## src/rtl/seq_pattern_tx.sv

```systemverilog
// Serial bit-pattern transmitter. It latches a parallel pattern and shifts it
// out MSB-first, one bit per clock, on w. Optional repetitions can be
// separated by idle gap cycles. Completion is flagged by a one-cycle done
// pulse, and a rejected start request is flagged by a one-cycle err pulse.
module seq_pattern_tx #(
  parameter int MAX_LEN    = 16,
  parameter int LEN_W      = $clog2(MAX_LEN + 1),
  parameter int GAP_CYCLES = 2,
  parameter int REP_W      = 4
) (
  input  logic               clk,
  input  logic               rst,
  input  logic               start,
  input  logic [MAX_LEN-1:0] pattern,
  input  logic [LEN_W-1:0]   len,
  input  logic [REP_W-1:0]   reps,
  input  logic               abort,
  output logic               w,
  output logic               w_valid,
  output logic               busy,
  output logic               done,
  output logic               err,
  output logic [LEN_W-1:0]   bit_idx
);

  typedef enum logic [1:0] {
    IDLE  = 2'd0,
    SHIFT = 2'd1,
    GAP   = 2'd2,
    DONE  = 2'd3
  } state_t;

  localparam int               GAP_W     = (GAP_CYCLES > 1) ? $clog2(GAP_CYCLES) : 1;
  localparam logic [LEN_W-1:0] MAX_LEN_L = LEN_W'(MAX_LEN);
  localparam logic [LEN_W-1:0] LEN_ONE   = LEN_W'(1);
  localparam logic [REP_W-1:0] REP_ONE   = REP_W'(1);
  localparam logic [GAP_W-1:0] GAP_ONE   = GAP_W'(1);
  localparam logic [GAP_W-1:0] GAP_LOAD  = GAP_W'((GAP_CYCLES > 0) ? GAP_CYCLES - 1 : 0);

  state_t state_reg, state_next;

  // pat_reg holds the accepted pattern left-aligned, so the first bit to send
  // is always at MAX_LEN-1 no matter what len is. sh_reg holds the bits that
  // remain to be sent in the current pass, also left-aligned.
  logic [MAX_LEN-1:0] pat_reg, pat_next;
  logic [MAX_LEN-1:0] sh_reg, sh_next;
  logic [LEN_W-1:0]   len_reg, len_next;
  logic [REP_W-1:0]   rep_reg, rep_next;
  logic [GAP_W-1:0]   gap_reg, gap_next;

  logic               w_reg, w_next;
  logic               w_valid_reg, w_valid_next;
  logic               busy_reg, busy_next;
  logic               done_reg, done_next;
  logic               err_reg, err_next;
  logic [LEN_W-1:0]   bit_idx_reg, bit_idx_next;

  logic               len_ok;
  logic               last_bit;
  logic [MAX_LEN-1:0] aligned;

  assign len_ok   = (len != '0) && (len <= MAX_LEN_L);
  assign last_bit = (bit_idx_reg == '0);
  assign aligned  = pattern << (MAX_LEN_L - len);

  // State and registered outputs; rst clears everything.
  always_ff @(posedge clk) begin
    if (rst) begin
      state_reg   <= IDLE;
      pat_reg     <= '0;
      sh_reg      <= '0;
      len_reg     <= '0;
      rep_reg     <= '0;
      gap_reg     <= '0;
      w_reg       <= 1'b0;
      w_valid_reg <= 1'b0;
      busy_reg    <= 1'b0;
      done_reg    <= 1'b0;
      err_reg     <= 1'b0;
      bit_idx_reg <= '0;
    end else begin
      state_reg   <= state_next;
      pat_reg     <= pat_next;
      sh_reg      <= sh_next;
      len_reg     <= len_next;
      rep_reg     <= rep_next;
      gap_reg     <= gap_next;
      w_reg       <= w_next;
      w_valid_reg <= w_valid_next;
      busy_reg    <= busy_next;
      done_reg    <= done_next;
      err_reg     <= err_next;
      bit_idx_reg <= bit_idx_next;
    end
  end

  // Next-state decision.
  always_comb begin
    state_next = state_reg;
    case (state_reg)
      IDLE: begin
        if (start && len_ok) state_next = SHIFT;
      end
      SHIFT: begin
        if (abort) begin
          state_next = IDLE;
        end else if (last_bit) begin
          if (rep_reg != '0) state_next = (GAP_CYCLES > 0) ? GAP : SHIFT;
          else               state_next = DONE;
        end
      end
      GAP: begin
        if (abort)               state_next = IDLE;
        else if (gap_reg == '0)  state_next = SHIFT;
      end
      default: state_next = IDLE;
    endcase
  end

  // Next values of the datapath and of the outputs. Outputs default to the
  // idle pattern, so every path that does not drive a bit leaves w at 0.
  always_comb begin
    pat_next     = pat_reg;
    sh_next      = sh_reg;
    len_next     = len_reg;
    rep_next     = rep_reg;
    gap_next     = gap_reg;
    w_next       = 1'b0;
    w_valid_next = 1'b0;
    busy_next    = 1'b0;
    done_next    = 1'b0;
    err_next     = 1'b0;
    bit_idx_next = '0;
    case (state_reg)
      IDLE: begin
        if (start) begin
          if (len_ok) begin
            pat_next     = aligned;
            sh_next      = aligned << 1;
            len_next     = len;
            rep_next     = reps;
            w_next       = aligned[MAX_LEN-1];
            w_valid_next = 1'b1;
            busy_next    = 1'b1;
            bit_idx_next = len - LEN_ONE;
          end else begin
            err_next = 1'b1;
          end
        end
      end
      SHIFT: begin
        if (!abort) begin
          if (!last_bit) begin
            w_next       = sh_reg[MAX_LEN-1];
            sh_next      = sh_reg << 1;
            w_valid_next = 1'b1;
            busy_next    = 1'b1;
            bit_idx_next = bit_idx_reg - LEN_ONE;
          end else if (rep_reg != '0) begin
            rep_next  = rep_reg - REP_ONE;
            busy_next = 1'b1;
            if (GAP_CYCLES > 0) begin
              gap_next = GAP_LOAD;
            end else begin
              // No gap: restart the pattern on the very next cycle.
              w_next       = pat_reg[MAX_LEN-1];
              sh_next      = pat_reg << 1;
              w_valid_next = 1'b1;
              bit_idx_next = len_reg - LEN_ONE;
            end
          end else begin
            done_next = 1'b1;
          end
        end
      end
      GAP: begin
        if (!abort) begin
          busy_next = 1'b1;
          if (gap_reg == '0) begin
            w_next       = pat_reg[MAX_LEN-1];
            sh_next      = pat_reg << 1;
            w_valid_next = 1'b1;
            bit_idx_next = len_reg - LEN_ONE;
          end else begin
            gap_next = gap_reg - GAP_ONE;
          end
        end
      end
      default: ;
    endcase
  end

  assign w       = w_reg;
  assign w_valid = w_valid_reg;
  assign busy    = busy_reg;
  assign done    = done_reg;
  assign err     = err_reg;
  assign bit_idx = bit_idx_reg;

endmodule

```

## config.mk

```make
export PLATFORM = sky130hd
export DESIGN_NAME = seq_pattern_tx
export DESIGN_NICKNAME = d
export VERILOG_FILES = /design/src/rtl/seq_pattern_tx.sv
export SDC_FILE = /design/constraint.sdc
export NUM_CORES = 1
export LEC_CHECK = 0
export CAP_MARGIN = 10
export CORE_MARGIN = 2
export CORE_UTILIZATION = 57
export DETAILED_ROUTE_END_ITERATION = 6
export HOLD_SLACK_MARGIN = 0.03
export PLACE_DENSITY_LB_ADDON = 0.2
export SLEW_MARGIN = 15
export SYNTH_ARGS = -nofsm -noshare
export SYNTH_HDL_FRONTEND = slang
export SYNTH_SLANG_ARGS = --single-unit
```

## constraint.sdc

```tcl
create_clock -name clk -period 3.4 [get_ports clk]
set_input_delay 1.02 -clock clk [delete_from_list [all_inputs] [get_ports clk]]
set_output_delay 1.02 -clock clk [all_outputs]
set_load 0.01 [all_outputs]
```

==> impl_metrics.yaml, run 1 <==
run_status:
  status: "completed"
worst_setup_path:
  critPathRequiredTime_ps: 3600
  critical_path.max_stage_delay_ps: 500
  start_kind: "primary input"
  crit_path_max_fanout: 9
  slowest_stage: "or4_1"
  critPathCaptureType: "register"
  cp_cell_sequence: "clkdlybuf4s50_1, inv_2, ha_1, mux2i_1, and3_1, or4_1, o21ai_2, nor2_1, o41ai_2"
  arrival_ps: 3470
  r2r_cells: 8
  path_class: "primary input to register"
cts:
  clockRootBuffer: "clkbuf_8"
  cts.sinks: 53
  cts_setup_buffers: 0
  cts.path.max_buffers: 2
  cts_buffers: 5
  cts_tree: "built"
  cts_resized: 0
  cts-htree-levels: 2
  clock_latency_ps: 310
  postCtsHoldBufs: 0
  cts.clk_slew.worst_paths_ps: 80
routing:
  drt_iter0_drc: 219
  drt_pass1_iterations: 5
  routedWlPerCell_um: 15.8
  post_drt_via_cell_ratio: 6.18
  num_vias: 3387
  drc_errors: 0
  drt-total-wl_um: 8660
  postRouteAntennaNets: 0
cells_and_area:
  drive_gt1_share_pct: 13.3
  final_cell_mix: "62 x nor2_1, 53 x dfxtp_1, 40 x nand2_1, 38 x clkdlybuf4s50_1, 37 x a21oi_1"
  area.growth.synth_to_final_pct: 20.7
  fillers: 492
  final_common_cell: "nor2_1"
  largest_register_ffs: 16
  nNetsFinal: 509
  final-seq-area_sq_um: 1060
  multi_input_area_sq_um: 2130
  stdcell_count: 548
  n_antenna_cell: 0
floorplan:
  die_h_um: 81.3
  rows: 28
  core_area_sq_um: 5850
  ios: 39
  die-width_um: 81.3
  start_util_pct: 58.2
  die-area_sq_um: 6610
timing:
  final.setup_skew_ps: 14.6
  worst_pin_slew_ps: 960
  setup_viol: 0
  max_freq_ghz: 0.305
  hold_viol_final: 0
  rsz0062_at_grt: "false"
  relSlewSlack_pct: 36.0
  finalSetupTns_ps: 0
  setup_slack_ps: 126
  min_period_ps: 3270
  fin_crit_sh_pct: 96.3
  maxSlewViolCount: 0
power:
  power_frac_clock_pct: 20.2
  p_leak_nw: 1.57
  swShare_pct: 37.7
  p_total_mw: 2.15
  p_per_area_nw_per_um2: 524
  ir_drop_uv: 339
  p_switching_uw: 811
  seqPwrFrac_pct: 36.6
  comb_power_share_pct: 43.2
  p_int_mw: 1.34
placed_design:
  placed_cells: 540
  gp_congestion: 0.923
  dp_slack_ps: -154
  dp_hpwl_um: 6220
  numPortBuffers: 38
yosys:
  yosysSeqAreaShare_pct: 31.2
  synth_nets: 465
  netlist_area_sq_um: 3410
  synth-seq-cells: 53
  yosysUniqueCellTypes: 65
  synth.avg_cell_area_sq_um: 7.96
  yosys_warnings: 0
  synth_flop_cell: "dfxtp_1"
  syn_inst: 428
  synth_edf_count: 0
  async_flop_share_pct: 0
grt:
  grt_max_degree: 40
  antenna_found_initial: 0
  grt_overflow: 0
  grt_usage_pct: 27.7
  first_global_vias: 3266
  grt_pass1_wl_um: 14600
hold_path:
  hp-class: "register to register"
  whs_path_depth: 2
run:
  max_cap_violations: 0
critical path: cells and delay by family:
family / cells / cell delay [ps]
fa+ha+maj: 1 / 480
compound gates: 2 / 430
buf+inv: 2 / 530
mux: 1 / 200
simple gates: 3 / 800
path summary, 6_finish.rpt:
check,start,end,slack (ps)
min,pat_reg[15]$_SDFFE_PP0P_,pat_reg[15]$_SDFFE_PP0P_,470
max,len[0],sh_reg[12]$_SDFFE_PP0P_,130
max reg2reg,bit_idx[0]$_SDFF_PP0_,rep_reg[0]$_SDFFE_PP0P_,1250
min reg2reg,pat_reg[15]$_SDFFE_PP0P_,pat_reg[15]$_SDFFE_PP0P_,470
synthesized netlist by cell type (4+ instances only):
master,n,area (sq um)
a211oi_1,6,45.0
a21oi_1,37,185
a22o_1,5,43.8
a22oi_1,8,60.1
buf_2,6,30.0
buf_4,4,30.0
clkbuf_1,15,56.3
dfxtp_1,53,1060
ha_1,8,100
inv_1,16,60.1
mux2i_1,18,180
mux4_2,6,135
nand2_1,40,150
nand2b_1,4,25.0
nand3b_1,4,30.0
nor2_1,62,233
nor2b_1,6,37.5
nor3_1,34,170
nor3b_1,4,30.0
o211ai_1,5,37.5
o21ai_0,8,40.0
o22ai_1,7,43.8
or2_2,5,31.3
xnor2_1,4,35.0
cell type report:
class	instances	area share (%)
clock buffers	5	1.67
clock inverters	3	1.07
inverters	17	1.55
multi-input cells	328	51.8
flip-flops and latches	53	25.8
well taps	75	2.28
repair buffers	67	15.8
through the flow:
step                utilization, %  hold slack [ps]  cell area, sq um
CTS                           70.3              466              4110
finish                        70.3              468              4110
global placement              68.3              442              4000
global route                  70.3              485              4110
detailed placement            68.3              450              4000
floorplan                        -              432              3410
power by group through the flow:
stage          logic, mW  registers (mW)  clock network (mW)
6_report           0.929           0.788               0.435
5_1_grt             1.03           0.800               0.460
4_1_cts            0.920           0.787               0.438
3_5_place_dp       0.914           0.800                   0
3_3_place_gp       0.889           0.796                   0
2_1_floorplan      0.641           0.790                   0
per-layer routing:
metal	wire length (um)	global-route usage (%)	vias to the layer above	part of all wire (%)
li1	-	-	1630	-
met1	3810	34.7	1605	44
met2	4160	47.5	130	48
met3	471	4.22	22	5.4
met4	226	11.5	0	2.6
met5	0	0	-	0
logic make-up (layout without fill, tap and decap cells):
kind of cell | after synthesis | count (layout) | synth area share, %
adder cells (fa/ha/maj) | 8 | 8 | 2.94
flip-flops | 53 | 53 | 31.2
AO/OA/AOI/OAI | 105 | 105 | 20.8
buffers and inverters | 47 | 92 | 6.28
AND/OR/NAND/NOR | 178 | 178 | 25.5
multiplexers | 28 | 28 | 10.6
XOR/XNOR | 9 | 9 | 2.76
(Power assumes the default switching activity.)
==> run 2, diff against run 1 <==
Settings changed: CTS_CLUSTER_DIAMETER set to 120.
==> results of run 2 <==
Same layout as run 1: the final DEF is identical, and so are final timing and power.
==> run 3, diff against run 2 <==
Settings changed: CAP_MARGIN 10 to 25, CELL_PAD_IN_SITES_DETAIL_PLACEMENT set to 1, CELL_PAD_IN_SITES_GLOBAL_PLACEMENT set to 1, CORE_UTILIZATION 57 to 42.
==> run 3 against run 2 <==
Critical path depth up 1. Global-route usage down 3.2 points. Utilization down 16 points. Sequential power about the same. Sequential cell count unchanged. Cell count up 7.1%. Via count down 0.86%. Power up 4.2%. First-iteration DRC count down 41%. Routed wire length up 18%.
==> impl_metrics.yaml, run 3 (synthesized netlist as in run 1, its figures left out) <==
worst_setup_path:
  arrival_ps: 3430
  r2r-start: "bit_idx[0]$_SDFF_PP0_"
  regToRegSetupSlack_ps: 1230
  start_kind: "primary input"
  path_class: "primary input to register"
  crit_path_max_fanout: 11
  reg2reg_to: "rep_reg[0]$_SDFFE_PP0P_"
  crit_start: "len[1]"
  cp-endpoint: "w$_SDFF_PP0_"
  critPathCaptureType: "register"
  r2r_cells: 8
  critPathRequiredTime_ps: 3630
cells_and_area:
  fillers: 977
  stdcell_count: 587
  finish.instance_area_sq_um: 4240
  n_antenna_cell: 0
  final_common_cell: "nor2_1"
  nNetsFinal: 521
  drive_gt1_share_pct: 15.7
  final_cell_mix: "62 x nor2_1, 53 x dfxtp_1, 40 x nand2_1, 38 x clkdlybuf4s50_1"
  area.growth.synth_to_final_pct: 24.6
  largest_register_ffs: 16
routing:
  routedWlPerCell_um: 17.5
  post_drt_via_cell_ratio: 5.72
  drt-total-wl_um: 10200
  drc_errors: 0
  drt_iter0_drc: 129
  num_vias: 3358
  drt_pass1_iterations: 5
  postRouteAntennaNets: 0
timing:
  fin_crit_sh_pct: 93.9
  max_freq_ghz: 0.313
  setup_viol: 0
  hold_viol_final: 0
  final.setup_skew_ps: 8.30
  maxSlewViolCount: 0
  rsz0062_at_grt: "false"
  relSlewSlack_pct: 64.8
  worst_pin_slew_ps: 528
  min_period_ps: 3190
placed_design:
  gp_congestion: 0.917
  placed_cells: 578
  dp_hpwl_um: 7520
  place_area_sq_um: 4100
  numPortBuffers: 38
floorplan:
  rows: 32
  core_area_sq_um: 7810
  ios: 39
  die_h_um: 94.1
  die-width_um: 94.1
  die-area_sq_um: 8850
  start_util_pct: 43.6
grt:
  grt_usage_pct: 24.6
  first_global_vias: 3577
  grt_pass1_wl_um: 17400
  grt_max_degree: 32
  grt_overflow: 0
  antenna_found_initial: 0
cts:
  cts-htree-levels: 2
  clockRootBuffer: "clkbuf_8"
  clock_latency_ps: 300
  cts.sinks: 53
  cts_tree: "built"
  cts.path.max_buffers: 2
  cts_buffers: 5
  cts.clk_slew.worst_paths_ps: 100
hold_path:
  hp-class: "register to register"
run_status:
  status: "completed"
power:
  p_per_area_nw_per_um2: 528
  ir_drop_uv: 217
  p_leak_nw: 1.63
run:
  max_cap_violations: 0
[run 3: cell count changes in the layout (fill, tap and decap cells not counted), sizes merged]
cell	change
buf	+12
[run 3: worst max-delay path: stages]
cell	delay, ps
clkdlybuf4s50_1	490
inv_1	50
ha_2	480
buf_4	200
mux2_2	190
inv_1	40
mux4_2	440
o22ai_1	210
nand3_1	140
a21oi_1	170
[run 3: timing repair]
action | CTS | global route
gates resized for setup | 0 | 1
endpoints found under the setup margin | 0 | 3
buffers inserted | 0 | 0
hold buffers | 0 | 0
[run 3: worst min path at each step]
| stage | start | endpoint | slack [ps] | depth (start not counted) |
|---|---|---|---|---|
| after floorplan | sh_reg[13]$_SDFFE_PP0P_ | sh_reg[13]$_SDFFE_PP0P_ | 430 | 2 |
| after global placement | sh_reg[13]$_SDFFE_PP0P_ | sh_reg[13]$_SDFFE_PP0P_ | 440 | 2 |
| after detailed placement | sh_reg[14]$_SDFFE_PP0P_ | sh_reg[14]$_SDFFE_PP0P_ | 450 | 2 |
| after CTS | sh_reg[14]$_SDFFE_PP0P_ | sh_reg[14]$_SDFFE_PP0P_ | 460 | 2 |
| after global routing | sh_reg[14]$_SDFFE_PP0P_ | sh_reg[14]$_SDFFE_PP0P_ | 480 | 2 |
| final | sh_reg[13]$_SDFFE_PP0P_ | sh_reg[13]$_SDFFE_PP0P_ | 460 | 2 |
[run 3: cell type report]
type                            count  area [sq um]  share of cell area [%]
Multi-Input combinational cell    328          2130                    50.3
Timing Repair Buffer               79           746                    17.6
Tap cell                          102           128                    3.01
Inverter                           17          63.8                    1.50
Sequential cell                    53          1060                    25.0
Clock buffer                        5          68.8                    1.62
Clock inverter                      3          43.8                    1.03
[run 3: metrics by stage]
stage	power [mW]	setup TNS [ps]	setup WS, ps	hold slack (ps)	util [%]
after global placement	1.74	-425	-77.5	444	52.5
after detailed placement	1.78	-2400	-219	450	52.5
after floorplan	1.43	0	235	432	-
after global routing	2.41	0	62.7	479	54.4
final	2.24	0	206	464	54.4
after CTS	2.23	0	93.2	462	54.0
[run 3: metal layers]
metal | GRT usage (%) | routed length, um
met1 | 30.8 | 4580
met4 | 5.19 | 82
met2 | 45.5 | 5280
met5 | 0 | 0
met3 | 2.41 | 303
[run 3: power breakdown]
group          internal (mW)  switching [mW]
Combinational          0.449           0.560
Clock                  0.221           0.223
Sequential             0.722          0.0676
Total                   1.39           0.851
